$ cat src/rtl/perspective_params_ctrl_if.sv
// perspective_params_ctrl_if
// Bus between the keystone coefficient sequencer and its neighbours:
// corner detector (frame_start, corners_*), coefficient datapath
// (corners_out / coef_in) and pixel-mapping logic (coef_out, params_*).
// Packing of a quad:  {x1[9:0],y1[8:0],x2,y2,x3,y3,x4,y4}   (76 bits)
// Packing of coefs:   {o1[67:0],o2[68:0],o3[78:0],o4[67:0],o5[68:0],
//                      o6[78:0],o7[58:0],o8[59:0],o9[70:0]} (622 bits)
// The slave modport is the sequencer itself; master is the environment.
interface perspective_params_ctrl_if;

  logic         frame_start;
  logic         corners_valid;
  logic [75:0]  corners_in;
  logic [75:0]  corners_out;
  logic [621:0] coef_in;
  logic [621:0] coef_out;
  logic         params_valid;
  logic         params_update;
  logic         busy;
  logic [7:0]   reject_cnt;

  modport slave (
    input  frame_start,
    input  corners_valid,
    input  corners_in,
    input  coef_in,
    output corners_out,
    output coef_out,
    output params_valid,
    output params_update,
    output busy,
    output reject_cnt
  );

  modport master (
    output frame_start,
    output corners_valid,
    output corners_in,
    output coef_in,
    input  corners_out,
    input  coef_out,
    input  params_valid,
    input  params_update,
    input  busy,
    input  reject_cnt
  );

endinterface

$ cat src/rtl/perspective_params_ctrl.sv
// perspective_params_ctrl
// Sequencer for the keystone perspective coefficient datapath.
//  - IDLE: qualifies corner quads until the same quad has been reported
//          STABLE_FRAMES times in a row, then launches the datapath.
//  - RUN : holds corners_out and waits PIPE_LATENCY cycles, then captures
//          coef_in into a shadow bank.
//  - HOLD: waits for frame_start and publishes the shadow bank on coef_out,
//          so the pixel-mapping logic never sees a mid-frame change.
// Optional build macro: PERSPECTIVE_PARAMS_CTRL_DEGEN_REJECT_EN
//   When defined, quads with two coincident corners are rejected in IDLE
//   and counted in reject_cnt (saturating). When undefined, reject_cnt is
//   tied to zero and every quad is accepted.
// Reset is synchronous, active-low, on reset_n; it abandons any in-flight
// computation and clears the shadow bank.
module perspective_params_ctrl #(
  parameter int PIPE_LATENCY  = 8,
  parameter int STABLE_FRAMES = 2
) (
  input  logic                       clock,
  input  logic                       reset_n,
  perspective_params_ctrl_if.slave   bus
);

  localparam logic [1:0] ST_IDLE = 2'd0;
  localparam logic [1:0] ST_RUN  = 2'd1;
  localparam logic [1:0] ST_HOLD = 2'd2;

  localparam logic [7:0] LAT_LOAD   = 8'(PIPE_LATENCY);
  localparam logic [3:0] STABLE_THR = 4'(STABLE_FRAMES);
  localparam logic [3:0] STABLE_MAX = 4'd15;

`ifdef PERSPECTIVE_PARAMS_CTRL_DEGEN_REJECT_EN
  // True when any two of the four corners share the same (x,y) pair.
  function automatic logic quad_degenerate(input logic [75:0] q);
    logic [18:0] c1;
    logic [18:0] c2;
    logic [18:0] c3;
    logic [18:0] c4;
    c1 = q[75:57];
    c2 = q[56:38];
    c3 = q[37:19];
    c4 = q[18:0];
    return (c1 == c2) || (c1 == c3) || (c1 == c4) ||
           (c2 == c3) || (c2 == c4) || (c3 == c4);
  endfunction
`endif

  // State and datapath registers
  logic [1:0]   state_r;
  logic [75:0]  cand_r;
  logic [3:0]   stable_cnt_r;
  logic [75:0]  active_r;
  logic [75:0]  corners_out_r;
  logic [7:0]   lat_cnt_r;
  logic [621:0] shadow_r;
  logic [621:0] coef_out_r;
  logic         params_valid_r;
  logic         params_update_r;
  logic         busy_r;

  // Next-state values
  logic [1:0]   state_s;
  logic [75:0]  cand_s;
  logic [3:0]   stable_cnt_s;
  logic [75:0]  active_s;
  logic [75:0]  corners_out_s;
  logic [7:0]   lat_cnt_s;
  logic [621:0] shadow_s;
  logic [621:0] coef_out_s;
  logic         params_valid_s;
  logic         params_update_s;
  logic         quad_ok_s;

`ifdef PERSPECTIVE_PARAMS_CTRL_DEGEN_REJECT_EN
  logic [7:0]   reject_cnt_r;
  logic [7:0]   reject_cnt_s;
  assign quad_ok_s = !quad_degenerate(bus.corners_in);
`else
  assign quad_ok_s = 1'b1;
`endif

  // Next-state logic for the IDLE/RUN/HOLD sequencer and its registers.
  always_comb begin
    state_s         = state_r;
    cand_s          = cand_r;
    stable_cnt_s    = stable_cnt_r;
    active_s        = active_r;
    corners_out_s   = corners_out_r;
    lat_cnt_s       = lat_cnt_r;
    shadow_s        = shadow_r;
    coef_out_s      = coef_out_r;
    params_valid_s  = params_valid_r;
    params_update_s = 1'b0;
`ifdef PERSPECTIVE_PARAMS_CTRL_DEGEN_REJECT_EN
    reject_cnt_s    = reject_cnt_r;
`endif

    case (state_r)
      ST_IDLE: begin
        // Qualification: same quad counts up, a new quad restarts at 1.
        if (bus.corners_valid) begin
          if (!quad_ok_s) begin
            stable_cnt_s = 4'd0;
`ifdef PERSPECTIVE_PARAMS_CTRL_DEGEN_REJECT_EN
            if (reject_cnt_r != 8'hFF) begin
              reject_cnt_s = reject_cnt_r + 8'd1;
            end else begin
              reject_cnt_s = reject_cnt_r;
            end
`endif
          end else if (bus.corners_in == cand_r) begin
            if (stable_cnt_r != STABLE_MAX) begin
              stable_cnt_s = stable_cnt_r + 4'd1;
            end else begin
              stable_cnt_s = stable_cnt_r;
            end
          end else begin
            cand_s       = bus.corners_in;
            stable_cnt_s = 4'd1;
          end
        end else begin
          stable_cnt_s = stable_cnt_r;
        end

        // Launch decision uses the freshly updated candidate/count so a
        // quad that becomes stable launches on that very edge. A quad that
        // matches what is already published never relaunches.
        if ((stable_cnt_s >= STABLE_THR) &&
            ((cand_s != active_r) || !params_valid_r)) begin
          corners_out_s = cand_s;
          lat_cnt_s     = LAT_LOAD;
          state_s       = ST_RUN;
        end else begin
          state_s       = ST_IDLE;
        end
      end

      ST_RUN: begin
        // corners_out is frozen; coef_in is valid on the edge where the
        // counter reaches 1, i.e. PIPE_LATENCY cycles after launch.
        if (lat_cnt_r == 8'd1) begin
          shadow_s  = bus.coef_in;
          lat_cnt_s = 8'd0;
          state_s   = ST_HOLD;
        end else begin
          lat_cnt_s = lat_cnt_r - 8'd1;
          state_s   = ST_RUN;
        end
      end

      ST_HOLD: begin
        // Publish only at a frame boundary. A frame_start coinciding with
        // the RUN->HOLD edge was seen in RUN and therefore does not count.
        if (bus.frame_start) begin
          coef_out_s      = shadow_r;
          params_valid_s  = 1'b1;
          params_update_s = 1'b1;
          active_s        = corners_out_r;
          stable_cnt_s    = 4'd0;
          state_s         = ST_IDLE;
        end else begin
          state_s         = ST_HOLD;
        end
      end

      default: begin
        state_s   = ST_IDLE;
        lat_cnt_s = 8'd0;
      end
    endcase
  end

  // Register update with synchronous active-low reset.
  always_ff @(posedge clock) begin
    if (!reset_n) begin
      state_r         <= ST_IDLE;
      cand_r          <= 76'd0;
      stable_cnt_r    <= 4'd0;
      active_r        <= 76'd0;
      corners_out_r   <= 76'd0;
      lat_cnt_r       <= 8'd0;
      shadow_r        <= 622'd0;
      coef_out_r      <= 622'd0;
      params_valid_r  <= 1'b0;
      params_update_r <= 1'b0;
      busy_r          <= 1'b0;
    end else begin
      state_r         <= state_s;
      cand_r          <= cand_s;
      stable_cnt_r    <= stable_cnt_s;
      active_r        <= active_s;
      corners_out_r   <= corners_out_s;
      lat_cnt_r       <= lat_cnt_s;
      shadow_r        <= shadow_s;
      coef_out_r      <= coef_out_s;
      params_valid_r  <= params_valid_s;
      params_update_r <= params_update_s;
      busy_r          <= (state_s != ST_IDLE);
    end
  end

`ifdef PERSPECTIVE_PARAMS_CTRL_DEGEN_REJECT_EN
  // Saturating count of rejected degenerate quads.
  always_ff @(posedge clock) begin
    if (!reset_n) begin
      reject_cnt_r <= 8'd0;
    end else begin
      reject_cnt_r <= reject_cnt_s;
    end
  end

  assign bus.reject_cnt = reject_cnt_r;
`else
  assign bus.reject_cnt = 8'd0;
`endif

  assign bus.corners_out   = corners_out_r;
  assign bus.coef_out      = coef_out_r;
  assign bus.params_valid  = params_valid_r;
  assign bus.params_update = params_update_r;
  assign bus.busy          = busy_r;

endmodule

$ cat src/flat_wrapper.sv
// flat-port wrapper written by rule: the top's interface ports become plain ports
module perspective_params_ctrl_flat 
#(
  parameter int PIPE_LATENCY  = 8,
  parameter int STABLE_FRAMES = 2
)
  (clock, reset_n, bus_frame_start, bus_corners_valid, bus_corners_in, bus_coef_in, bus_corners_out, bus_coef_out, bus_params_valid, bus_params_update, bus_busy, bus_reject_cnt);
  perspective_params_ctrl_if bus_i ();
  input  logic clock;
  input  logic reset_n;
  input wire logic [$bits(bus_i.frame_start)-1:0] bus_frame_start;
  input wire logic [$bits(bus_i.corners_valid)-1:0] bus_corners_valid;
  input wire logic [$bits(bus_i.corners_in)-1:0] bus_corners_in;
  input wire logic [$bits(bus_i.coef_in)-1:0] bus_coef_in;
  output wire logic [$bits(bus_i.corners_out)-1:0] bus_corners_out;
  output wire logic [$bits(bus_i.coef_out)-1:0] bus_coef_out;
  output wire logic [$bits(bus_i.params_valid)-1:0] bus_params_valid;
  output wire logic [$bits(bus_i.params_update)-1:0] bus_params_update;
  output wire logic [$bits(bus_i.busy)-1:0] bus_busy;
  output wire logic [$bits(bus_i.reject_cnt)-1:0] bus_reject_cnt;
  assign bus_i.frame_start = bus_frame_start;
  assign bus_i.corners_valid = bus_corners_valid;
  assign bus_i.corners_in = bus_corners_in;
  assign bus_i.coef_in = bus_coef_in;
  assign bus_corners_out = bus_i.corners_out;
  assign bus_coef_out = bus_i.coef_out;
  assign bus_params_valid = bus_i.params_valid;
  assign bus_params_update = bus_i.params_update;
  assign bus_busy = bus_i.busy;
  assign bus_reject_cnt = bus_i.reject_cnt;
  perspective_params_ctrl #(.PIPE_LATENCY(PIPE_LATENCY), .STABLE_FRAMES(STABLE_FRAMES)) u_core (.clock(clock), .reset_n(reset_n), .bus(bus_i));
endmodule
$ cat config.mk
export PLATFORM = sky130hd
export DESIGN_NAME = perspective_params_ctrl_flat
export DESIGN_NICKNAME = d
export VERILOG_FILES = /design/src/rtl/perspective_params_ctrl_if.sv /design/src/rtl/perspective_params_ctrl.sv /design/src/flat_wrapper.sv
export SDC_FILE = /design/constraint.sdc
export NUM_CORES = 2
export LEC_CHECK = 0
export CAP_MARGIN = 10
export CORE_AREA = 2 2 548 550
export CTS_BUF_LIST = sky130_fd_sc_hd__clkbuf_2
export DETAILED_ROUTE_END_ITERATION = 8
export DIE_AREA = 0 0 550 552
export PLACE_DENSITY_LB_ADDON = 0.1
export SKIP_LAST_GASP = 1
export SYNTH_ARGS = -nofsm -noshare
export SYNTH_HDL_FRONTEND = slang
export SYNTH_SLANG_ARGS = --single-unit
export TNS_END_PERCENT = 100
$ cat constraint.sdc
create_clock -name clock -period 3.99 [get_ports clock]
set_input_delay 0.399 -clock clock [delete_from_list [all_inputs] [get_ports clock]]
set_output_delay 0.399 -clock clock [all_outputs]
set_load 0.01 [all_outputs]
==> impl_metrics.yaml <==
status:
  outcome: "complete, no violations"
logic_synthesis:
  synth_seq_cells: 1489
  synthDistinctLibCells: 68
  synth_commonest_cells: "2829 x nand2_1, 1489 x dfxtp_1, 1397 x a21boi_0"
  muxShareOfSynthArea_pct: 0.977
  synth_xor_area_share_pct: 2.01
  synth_simple_gate_area_share_pct: 20.6
  yosysTopAreaCellShare_pct: 51.0
  ys_async_sr_fraction_pct: 0
  synth_top_area_cell: "dfxtp_1"
  synth_most_common_cell: "nand2_1"
  yosys_warnings: 0
  synth_edf_count: 0
  netlist_instances: 6977
  syn_area_mm2: 0.0584
  synth_area_leaders: "dfxtp_1 51%, nand2_1 18%, a21boi_0 18%"
  synth_compound_area_share_pct: 21.4
  synth_fa_ha_area_share_pct: 0.0642
  avgSynthCellArea_um2: 8.37
  synth_top_family_by_area: "compound AO/OA/AOI/OAI gates"
  yosysSeqAreaShare_pct: 51.0
  synth_flop_cell: "dfxtp_1"
routing:
  routed_via_density: 4.23
  num_vias: 62512
  antenna_left: 0
  wl_per_cell_um: 22.0
  wl_um: 326000
  drt_iter0_drc: 3173
  dr.pass1.iters: 6
  remaining_drc_errors: 0
cells_and_area:
  nFillCells: 31834
  multiInputGateArea_mm2: 0.0265
  area_growth_syn_to_layout_pct: 73.3
  drive_gt1_share_pct: 9.55
  fin_cells: 14788
  fin_nets: 11169
  final-seq-area_mm2: 0.0298
  fin_util_pct: 33.9
global_route:
  grt_pass1_vias: 64164
  antenna_found_initial: 103
  grt_overflow_total: 0
  grt_first_pass_wirelength_um: 459000
  grt_max_degree: 165
  grt.total_usage_pct: 20.6
setup_path:
  arrival_ns: 5.67
  critPathMostFrequentCell: "dlygate4sd3_1"
  end_kind: "register"
  critPathMaxFanout: 29
  slowest_delay_ns: 0.62
  slowest_stage: "dlygate4sd3_1"
  crit_family: "buffers and inverters"
  r2r_cells: 13
  cp.depth: 17
  crit_required_ns: 5.72
  path_cells: "dlygate4sd3_1 > dlygate4sd3_1 > clkdlybuf4s50_1 > dlygate4sd3_1 > inv_1 > a22oi_1 > nand4b_1 > or4_1 > buf_4 > o21ai_4 > buf_4 > buf_16 > nor2_4 > buf_12 > nand2_1 > dlygate4sd3_1 > a21boi_0"
  critPathLaunchType: "primary input"
  criticalPathCategory: "in -> reg"
  cp_num_buf_inv: 10
cts:
  cts_tree: "built"
  clock_latency_ns: 1.85
  clk_pin_slew_ns: 0.10
  clockBufferDepth: 4
  cts_max_level: 5
  root_buffer: "clkbuf_2"
  clock_sinks: 1489
  cts_buffers: 445
timing:
  rsz0062_at_grt: "false"
  setup_viol: 0
  finClkSkew_ns: 0.224
  worst_pin_slew_ns: 1.10
  fin_crit_ns: 3.94
  hold_violations: 0
  max_slew_margin_pct: 26.8
  fin_crit_sh_pct: 98.8
  maxSlewViolCount: 0
  fmaxAchievable_mhz: 254
power:
  ir_drop_mv: 0.175
  leakagePower_nw: 35.7
  p_per_area_mw_per_mm2: 307
floorplanning:
  core_mm2: 0.298
  fp.dieH_um: 552
  die_area_mm2: 0.304
  die_w_um: 550
  rows: 201
  floorplan.initialDensity_pct: 19.6
  num_io_pins: 1411
hold_path:
  hp-class: "reg -> reg"
  min_path_cells: 2
placed_design:
  dp_hpwl_um: 232000
  dp.cells: 12120
  port_buffers: 1402
  gp_congestion: 0.896
flow_run:
  cap_violations: 0
-- metrics by stage --
stage	instance area (um2)	hold slack, ns	setup WS, ns	power, mW	setup TNS, ns
floorplan	58400	0.439	0.787	16.4	0
global placement	78400	0.444	-0.436	18.2	-34.40
detailed placement	78400	0.454	-0.344	18.2	-26.76
CTS	101000	0.000246	0.0155	31.8	0
global route	101000	0.0591	0.00576	32.8	0
finish	101000	0.268	0.0490	31.1	0
-- power breakdown --
group	internal, mW	leakage (nW)	switching [mW]
Combinational	2.29	20.7	1.53
Sequential	15.0	12.0	0.246
Clock	4.60	2.96	7.39
-- state kept, by name, indices dropped and copies added (netlist names) --
register	flops
u_core.active_r	76
u_core.bus.busy	1
u_core.bus.coef_out	622
u_core.bus.corners_out	76
u_core.bus.params_update	1
u_core.bus.params_valid	1
u_core.cand_r	76
u_core.lat_cnt_r	8
u_core.shadow_r	622
u_core.stable_cnt_r	4
u_core.state_r	2
-- final cells by class --
| class | instances | area share [%] |
|---|---|---|
| Clock buffer | 651 | 3.22 |
| Multi-Input combinational cell | 4895 | 26.2 |
| Sequential cell | 1489 | 29.5 |
| Tap cell | 3958 | 4.89 |
| Inverter | 73 | 0.271 |
| Timing Repair Buffer | 3560 | 35.3 |
| Clock inverter | 103 | 0.587 |
| Antenna cell | 59 | 0.146 |
-- routing by layer --
metal | track usage (%) | up-vias | share of wire (%)
met1 | 24.4 | 29920 | 42
met2 | 34.6 | 1854 | 47
met4 | 7.54 | 44 | 3.6
li1 | - | 30122 | -
met5 | 0 | - | 0.094
met3 | 6.61 | 572 | 7.8
-- worst reg2reg max path, stage by stage (launching register included) --
cell and delay (ns):
dfxtp_2 0.48, xor2_1 0.18, nor4_1 0.50, nand2_1 0.19
or4_1 0.55, buf_4 0.21, o21ai_4 0.18, buf_4 0.16
buf_16 0.24, nor2_4 0.14, buf_12 0.19, nand2_1 0.11
dlygate4sd3_1 0.54, a21boi_0 0.07
-- timing repair --
item,in CTS,in global routing
pin swaps,0,8
gates cloned,0,3
resized for setup,6,28
endpoints found under the setup margin,86,111
hold buffers,1849,0
hold endpoints to repair,1489,0
buffers inserted,0,3
-- cells in the final DEF (no fill, tap or decap), types with 10 or more instances in the layout --
master and instances:
nand2_1 2828, mux2i_1 57, o21ai_0 13, o211a_1 76, a21boi_0 1397, clkinv_1 73
nand2b_1 26, nor4_1 16, buf_4 246, nor2_1 12, clkdlybuf4s50_1 1401, clkbuf_2 651
a221oi_1 11, inv_1 72, a2111oi_0 10, buf_12 57, xor2_1 65, o22ai_1 15
nand4_1 23, dlygate4sd3_1 1848, nor2b_1 50, o2111ai_1 27, diode_2 59, dfxtp_1 1482
xnor2_1 66, nand3_1 64
-- cell families (layout without fill, tap and decap cells) --
kind of cell	count (synthesis)	count (layout)
and+or+nand+nor	3065	3065
AOI/OAI and AO/OA	1628	1628
DFF	1489	1489
buffers and inverters	600	4387
xor gates and xnor gates	134	134
muxes	57	57
adders and majority gates	3	3
other	1	67
-- worst paths after layout --
path                  startpoint                      end  slack, ns
max reg2reg    u_core.cand_r[75]        u_core.cand_r[36]       0.15
max           bus_corners_in[54]        u_core.cand_r[36]       0.05
min          u_core.shadow_r[41]  u_core.bus.coef_out[41]       0.27
min reg2reg  u_core.shadow_r[41]  u_core.bus.coef_out[41]       0.27
(Power assumes the default switching activity.)
